[config.mk]
export PLATFORM = sky130hd
export DESIGN_NAME = branch_predictor
export DESIGN_NICKNAME = d
export VERILOG_FILES = /design/src/rtl/bp_pkg.sv /design/src/rtl/bp_sat_ctr2.sv /design/src/rtl/branch_predictor.sv
export SDC_FILE = /design/constraint.sdc
export NUM_CORES = 2
export LEC_CHECK = 0
export ABC_AREA = 1
export ABC_CLOCK_PERIOD_IN_PS = 103100
export CORE_ASPECT_RATIO = 0.6
export CORE_MARGIN = 2
export CORE_UTILIZATION = 45
export DETAILED_ROUTE_END_ITERATION = 10
export PLACE_DENSITY = 0.71
export SYNTH_ARGS = -nofsm -noshare
export SYNTH_HDL_FRONTEND = slang
export SYNTH_SLANG_ARGS = --single-unit
[constraint.sdc]
create_clock -name clk -period 103.1 [get_ports clk]
set_input_delay 20.62 -clock clk [delete_from_list [all_inputs] [get_ports clk]]
set_output_delay 20.62 -clock clk [all_outputs]
set_load 0.05 [all_outputs]
[src/rtl/bp_pkg.sv]
// Shared types for the fetch-stage branch predictor: BTB entry layout and
// the 2-bit PHT counter encoding.
package bp_pkg;

  // Tag is kept full-width; only the bits above the index are ever non-zero.
  typedef struct packed {
    logic        valid;
    logic [31:0] tag;
    logic [31:0] target;
    logic        uncond;
  } btb_entry_t;

  typedef enum logic [1:0] {
    STRONG_NT = 2'b00,
    WEAK_NT   = 2'b01,
    WEAK_T    = 2'b10,
    STRONG_T  = 2'b11
  } pht_ctr_t;

  localparam pht_ctr_t PHT_RESET = WEAK_NT;

endpackage

[src/rtl/bp_sat_ctr2.sv]
// Saturating 2-bit direction counter next-state function.
module bp_sat_ctr2
  import bp_pkg::*;
(
  input  pht_ctr_t ctr,
  input  logic     taken,
  output pht_ctr_t ctr_next
);

  // Step toward the observed direction, holding at either end.
  always_comb begin
    ctr_next = ctr;
    unique case (ctr)
      STRONG_NT: ctr_next = taken ? WEAK_NT  : STRONG_NT;
      WEAK_NT:   ctr_next = taken ? WEAK_T   : STRONG_NT;
      WEAK_T:    ctr_next = taken ? STRONG_T : WEAK_NT;
      STRONG_T:  ctr_next = taken ? STRONG_T : WEAK_T;
      default:   ctr_next = ctr;
    endcase
  end

endmodule

[src/rtl/branch_predictor.sv]
// Fetch-stage next-PC predictor: direct-mapped BTB plus 2-bit PHT.
// Define BP_GSHARE_EN to XOR a global history register into the PHT index.
module branch_predictor
  import bp_pkg::*;
#(
  parameter int unsigned IDX_BITS = 5
) (
  input  logic        clk,
  input  logic        rst,
  input  logic [31:0] fetch_pc,
  input  logic        upd_valid,
  input  logic [31:0] upd_pc,
  input  logic        upd_is_cond,
  input  logic        upd_taken,
  input  logic [31:0] upd_target,
  input  logic        upd_mispredict,
  output logic [31:0] predicted_pc,
  output logic        predict_taken,
  output logic [31:0] branch_count,
  output logic [31:0] mispredict_count
);

  localparam int unsigned Entries = 1 << IDX_BITS;

  btb_entry_t btb_q [Entries];
  pht_ctr_t   pht_q [Entries];
  logic [31:0] branch_count_q, mispredict_count_q;

  logic [IDX_BITS-1:0] idx, pidx, upd_idx, upd_pidx;
  logic [31:0]         tag, upd_tag;
  btb_entry_t          lk_entry;
  pht_ctr_t            lk_ctr, ctr_next;
  logic                hit;

  assign idx     = fetch_pc[IDX_BITS+1:2];
  assign tag     = fetch_pc >> (IDX_BITS + 2);
  assign upd_idx = upd_pc[IDX_BITS+1:2];
  assign upd_tag = upd_pc >> (IDX_BITS + 2);

`ifdef BP_GSHARE_EN
  logic [IDX_BITS-1:0] ghr_q;

  assign pidx     = idx ^ ghr_q;
  assign upd_pidx = upd_idx ^ ghr_q;

  // Shift resolved conditional outcomes into history; the PHT write this
  // cycle still sees the pre-shift value.
  always_ff @(posedge clk or posedge rst) begin
    if (rst) begin
      ghr_q <= '0;
    end else if (upd_valid && upd_is_cond) begin
      ghr_q <= {ghr_q[IDX_BITS-2:0], upd_taken};
    end
  end
`else
  assign pidx     = idx;
  assign upd_pidx = upd_idx;
`endif

  // Combinational lookup; reads see the pre-update arrays (no bypass).
  always_comb begin
    lk_entry      = btb_q[idx];
    lk_ctr        = pht_q[pidx];
    hit           = lk_entry.valid && (lk_entry.tag == tag);
    predict_taken = hit && (lk_entry.uncond || (lk_ctr inside {WEAK_T, STRONG_T}));
    predicted_pc  = predict_taken ? lk_entry.target : fetch_pc + 32'd4;
  end

  bp_sat_ctr2 u_sat_ctr (
    .ctr      (pht_q[upd_pidx]),
    .taken    (upd_taken),
    .ctr_next (ctr_next)
  );

  // Learn from resolved control flow and keep saturating statistics.
  always_ff @(posedge clk or posedge rst) begin
    if (rst) begin
      for (int i = 0; i < int'(Entries); i++) begin
        btb_q[i] <= '0;
        pht_q[i] <= PHT_RESET;
      end
      branch_count_q     <= '0;
      mispredict_count_q <= '0;
    end else if (upd_valid) begin
      if (upd_taken) begin
        btb_q[upd_idx] <= '{valid: 1'b1, tag: upd_tag, target: upd_target,
                            uncond: !upd_is_cond};
      end
      if (upd_is_cond) begin
        pht_q[upd_pidx] <= ctr_next;
      end
      if (branch_count_q != '1) begin
        branch_count_q <= branch_count_q + 32'd1;
      end
      if (upd_mispredict && (mispredict_count_q != '1)) begin
        mispredict_count_q <= mispredict_count_q + 32'd1;
      end
    end
  end

  assign branch_count     = branch_count_q;
  assign mispredict_count = mispredict_count_q;

endmodule

# Word level (Yosys, flattened, before mapping)
# Index checks and enable logic that the tools add are counted.
# W data, S select, Z words.
# word_totals
out_inout_bits	97
elab_cells	211
input_bits	102
regBits	2240
# classes
muxes	21
n_bitwise	2
add_sub_neg	3
reduce_logical	12
n_lt_le_gt_ge	3
eq_ne	8
# ops
cell	count
$bwmux W2112	1
$bmux W66 S5	1
$demux W66 S5	1
$mux W66	3
$add A32 B1 Y32 const B	2
$bwmux W64	1
$ne A32 B32 Y1 const B	2
$add A32 B3 Y32 const B	1
$eq A32 B25 Y1	1
$mux W32	1
$bmux W2 S5	2
$mux W2	7
$ge A6 B6 Y1 const B	2
$not A5 Y6	2
$demux W2 S5	1
$eq A2 B2 Y1 const B	4
$pmux W2 S4	1
$reduce_and A2 Y1	4
$lt A6 B1 Y1 const B	1
$logic_and A1 B1 Y1	4
$eq A2 B1 Y1 const B	1
$logic_not A2 Y1	1
$mux W1	2
$reduce_bool A2 Y1	1
other kinds (2)	2

# Depth between registers and ports, before layout
# depth
word_depth	9
mapped_depth	21
ltp_nobuf	18

# Hierarchy
# From an unflattened synthesis, not the netlist that was laid out.
# unflattened
cells_unflattened	11413
area_unflattened_um2	92188.4
# by_module_without_submodules
mod	area_per_inst_um2	n_inst	cells_each
branch_predictor	92167.1	1	11408
bp_sat_ctr2	21.3	1	5

# Worst setup path before layout
# No wires, ideal clock.
# synth_path
kind	input to output
startpoint	input fetch_pc[3]
endpoint	output predicted_pc[2]
cell_stages	20
path_buffers	5
setup_slack_ns	59.076
required_ns	82.480
t_arrival_ns	23.404
cell_sequence	buf_4 > inv_2 > buf_6 > buf_2 > buf_4 > nand3_1 > nand3_1 > nand2_1 > nor2_1 > nand2_1 > nand2_1 > nand2_1 > nand2_1 > nor2_1 > nand2_1 > nor2_1 > nand2_2 > nor2_4 > buf_4 > o21ai_0
# synth_via
elab_chain_len	9
# synth_rtl
element	line_no	source
start, declared	branch_predictor.sv:10	input logic [31:0] fetch_pc,
$not A5 Y6 (implied by the code) *	branch_predictor.sv:62, branch_predictor.sv:63	
branches (longest 7 deep; another with $bmux W66 S5)	--	
$mux W32 *	branch_predictor.sv:66	predicted_pc = predict_taken ? lk_entry.target : fetch_pc + 32'd4;
end, declared	branch_predictor.sv:17	output logic [31:0] predicted_pc,
# Every way passes the cells marked *. The select of a mux whose other input is x is not followed.

# Final worst setup path
# layout_path
startpoint	input fetch_pc[2]
endpoint	output predicted_pc[21]
# layout_via
elab_chain_len	9
# layout_rtl
element	line_no
branches (longest 8 deep; another with $bmux W66 S5)	--
$mux W32 *	branch_predictor.sv:66
# Marks and branches as above.

==> impl_metrics.ini <==
[outcome]
outcome = finished clean

[power]
power_density_nw_per_um2 = 19.02
power.total_uw = 1925
leakage_uw = 0.04638
ir_drop_mv = 0.01211

[synthesis]
synthArstFlopShare_pct = 100.0
synth_top_area_cell = dfrtp_1
synthCells = 11460
syn_area_per_cell_sq_um = 8.030
ys_seq_elements = 2016
synth_area_leaders = dfrtp_1, o21ai_0, nand2_1
syn_nets = 11570
synthFlopType = dfrtp_1
netlist.area_leader.share_pct = 53.94
yosysSeqAreaShare_pct = 54.85
synthesis.area_sq_um = 92040
synth_warnings = 0
synth_edf_count = 0
synthDistinctLibCells = 43

[clock_network]
cts_buffer_depth = 4
clock_sinks = 2016
worstSkewPairLatency_ns = 0.86
h-tree-depth = 4
ctsHoldBuffers = 0
path_clk_slew_ns = 0.07
cts_tree = done
cts_setup_buffers = 0
cts-resized-gates = 0
clockRootBuffer = clkbuf_16
cts_made_buffers = 189

[floorplan]
fp.coreArea_sq_um = 203100
num_rows = 128
die_w_um = 587.9
start_util_pct = 45.32
io_pins = 199
die-area_sq_um = 208300
die_y_um = 354.3

[setup_path]
r2r-start = pht_q[61]$_DFFE_PP0P_
cp-end-kind = output pin
ff2ff_path_depth = 8
max_stage_delay_ns = 0.95
critPathTopFamily = buffers and inverters
cp_common_cell = nand2_1
cp-endpoint = predicted_pc[21]
crit_start = fetch_pc[2]
arrival_ns = 28.63
crit_path_max_fanout = 157
crit_required_ns = 82.48
worstSetupPathType = in2out
cp.depth = 25
crit_slowest_cell = buf_4
critPathLaunchType = input port
r2r-end = pht_q[37]$_DFFE_PP0P_
r2r_setup_slack_ns = 100.03
cp_num_buf_inv = 9

[sta]
fmax_mhz = 20.30
finClkSkew_ns = 0.04024
finalSetupViolCount = 0
finalSetupTns_ns = 0
layout_min_cycle_time_ns = 49.25
worstMarginPinSlew_ns = 1.255
hold_violations = 0
fin_crit_sh_pct = 47.77
rsz0062_at_grt = no
slew_headroom_pct = 16.30
slew_viol_final = 0

[routing]
drtPass1Iterations = 9
via_count = 81700
via_per_inst = 5.883
drt_iter0_markers = 11310
ant_nets = 0
routed_wl_um = 309500
drc_errors = 0
routedWlPerCell_um = 22.29

[layout]
final_util_pct = 49.83
nFillCells = 19010
num-nets-final = 11110
drive_gt1_share_pct = 4.647
area_growth_pct = 9.944

[worst_hold_path]
hold_class = reg2reg
min-delay-start = btb_q[725]$_DFFE_PP0P_

[global_routing]
grt_pass1_wl_um = 472300
antenna_found_initial = 16
track_usage_pct = 29.21
grt-ovfl-total = 0
grt_pass1_vias = 76470
grt_max_degree = 199

[placed_design]
port_buffers = 196
post-dp-hpwl_um = 170800
routabilityCongestion = 0.9417

[job]
maxCapViolations = 0
-- final cells by class --
type | count | area, sq um | area share [%]
clock buffer | 278 | 5608 | 5.542
sequential | 2016 | 50490 | 49.89
inverter | 324 | 1256 | 1.241
tap | 2730 | 3416 | 3.376
clock inverter | 57 | 654.4 | 0.6467
timing repair buffer | 325 | 3035 | 3.000
antenna | 11 | 27.53 | 0.02720
multi-input combinational | 8146 | 36710 | 36.27
-- kinds of logic after synthesis --
group,after synthesis,share of synthesized area (%)
AND/OR/NAND/NOR,4963,21.15
adder cells (fa/ha/maj),3,0.04079
flip-flops,2016,54.85
buffers and inverters,1300,5.631
AO/OA/AOI/OAI,3095,17.51
XOR/XNOR,85,0.8088
-- routing by layer --
metal	vias up	global-route usage, %	share of wire (%)
li1	36680	-	-
met4	4	10.36	3.7
met3	662	6.846	12
met1	39610	41.93	41
met2	4749	43.27	43
met5	-	0	0.0071
-- synth_stat cells, types with 4 or more instances --
master	n
nand2_1	3334
o21ai_0	2581
dfrtp_1	1984
nor2_1	1025
clkbuf_1	762
nand3_1	484
inv_1	311
o22ai_1	203
buf_2	149
a21oi_1	104
nor3_1	70
xor2_1	64
o21ai_1	59
a31oi_1	50
o221ai_1	39
buf_1	37
dfstp_2	32
buf_4	25
a22oi_1	23
nand4_1	21
xnor2_1	21
o211ai_1	16
inv_2	9
nand3b_1	8
nor4_1	8
o211a_1	6
nor2_2	5
clkinv_1	4
o21bai_1	4
-- power breakdown --
part	internal [uW]	leakage (uW)	switching [uW]	total, uW
sequential	891	0.0267	54.9	946
combinational	85.2	0.0166	169	254
clock	409	0.00308	316	724
total	1390	0.0464	539	1920
-- state kept, by name, indices dropped and copies added (netlist names) --
| name | count |
|---|---|
| btb_q | 1888 |
| branch_count | 32 |
| mispredict_count | 32 |
| pht_q | 64 |
-- through the flow --
stage          hold WS (ns)  instance area, sq um  setup slack (ns)  instances
4_1_cts              0.4536                101200             54.11      13880
6_report             0.4513                101200             53.85      13890
3_5_place_dp         0.4368                 94900             54.13      13540
2_1_floorplan        0.4226                 92040             25.59      11460
5_1_grt              0.4627                101200             53.57      13890
3_3_place_gp         0.4332                 94900             54.14      13540
-- how the worst min path moves through the flow --
stage | slack, ns | depth (start not counted) | endpoint
final | 0.45 | 2 | btb_q[725]$_DFFE_PP0P_
after CTS | 0.45 | 2 | btb_q[1583]$_DFFE_PP0P_
after global routing | 0.46 | 2 | btb_q[725]$_DFFE_PP0P_
after global placement | 0.43 | 2 | btb_q[791]$_DFFE_PP0P_
after floorplan | 0.42 | 2 | btb_q[131]$_DFFE_PP0P_
after detailed placement | 0.44 | 2 | btb_q[1583]$_DFFE_PP0P_
-- cells in the final DEF, fill, tap and decap left out, types with 4 or more instances in the layout --
cell type,n
o21bai_1,4
nand3_4,16
clkbuf_16,192
buf_4,123
o22ai_1,203
clkbuf_1,38
inv_1,310
o211a_1,6
nor2_1,1022
o211ai_1,16
clkinvlp_4,10
nand4_1,21
clkbuf_8,48
nand3_1,468
nor2_2,7
clkinv_1,4
dfstp_2,32
xor2_1,64
dfrtp_1,1984
o21ai_0,2581
buf_12,8
a31oi_1,50
nor3_1,69
xnor2_1,21
nand2_4,16
a21oi_1,104
diode_2,11
nor4_1,8
o221ai_1,39
o21ai_1,59
inv_6,5
nand2_1,3318
a22oi_1,23
clkinv_2,31
clkdlybuf4s50_1,192
bufinv_16,13
nand3b_1,8
-- tightest hold or removal path: cells and delay by family, from the launching register on --
| kind | cells | cell delay (ns) |
|---|---|---|
| buffers and inverters | 1 | 0.04 |
| and+or+nand+nor | 1 | 0.05 |
| DFF | 1 | 0.32 |
(Power assumes the default switching activity.)
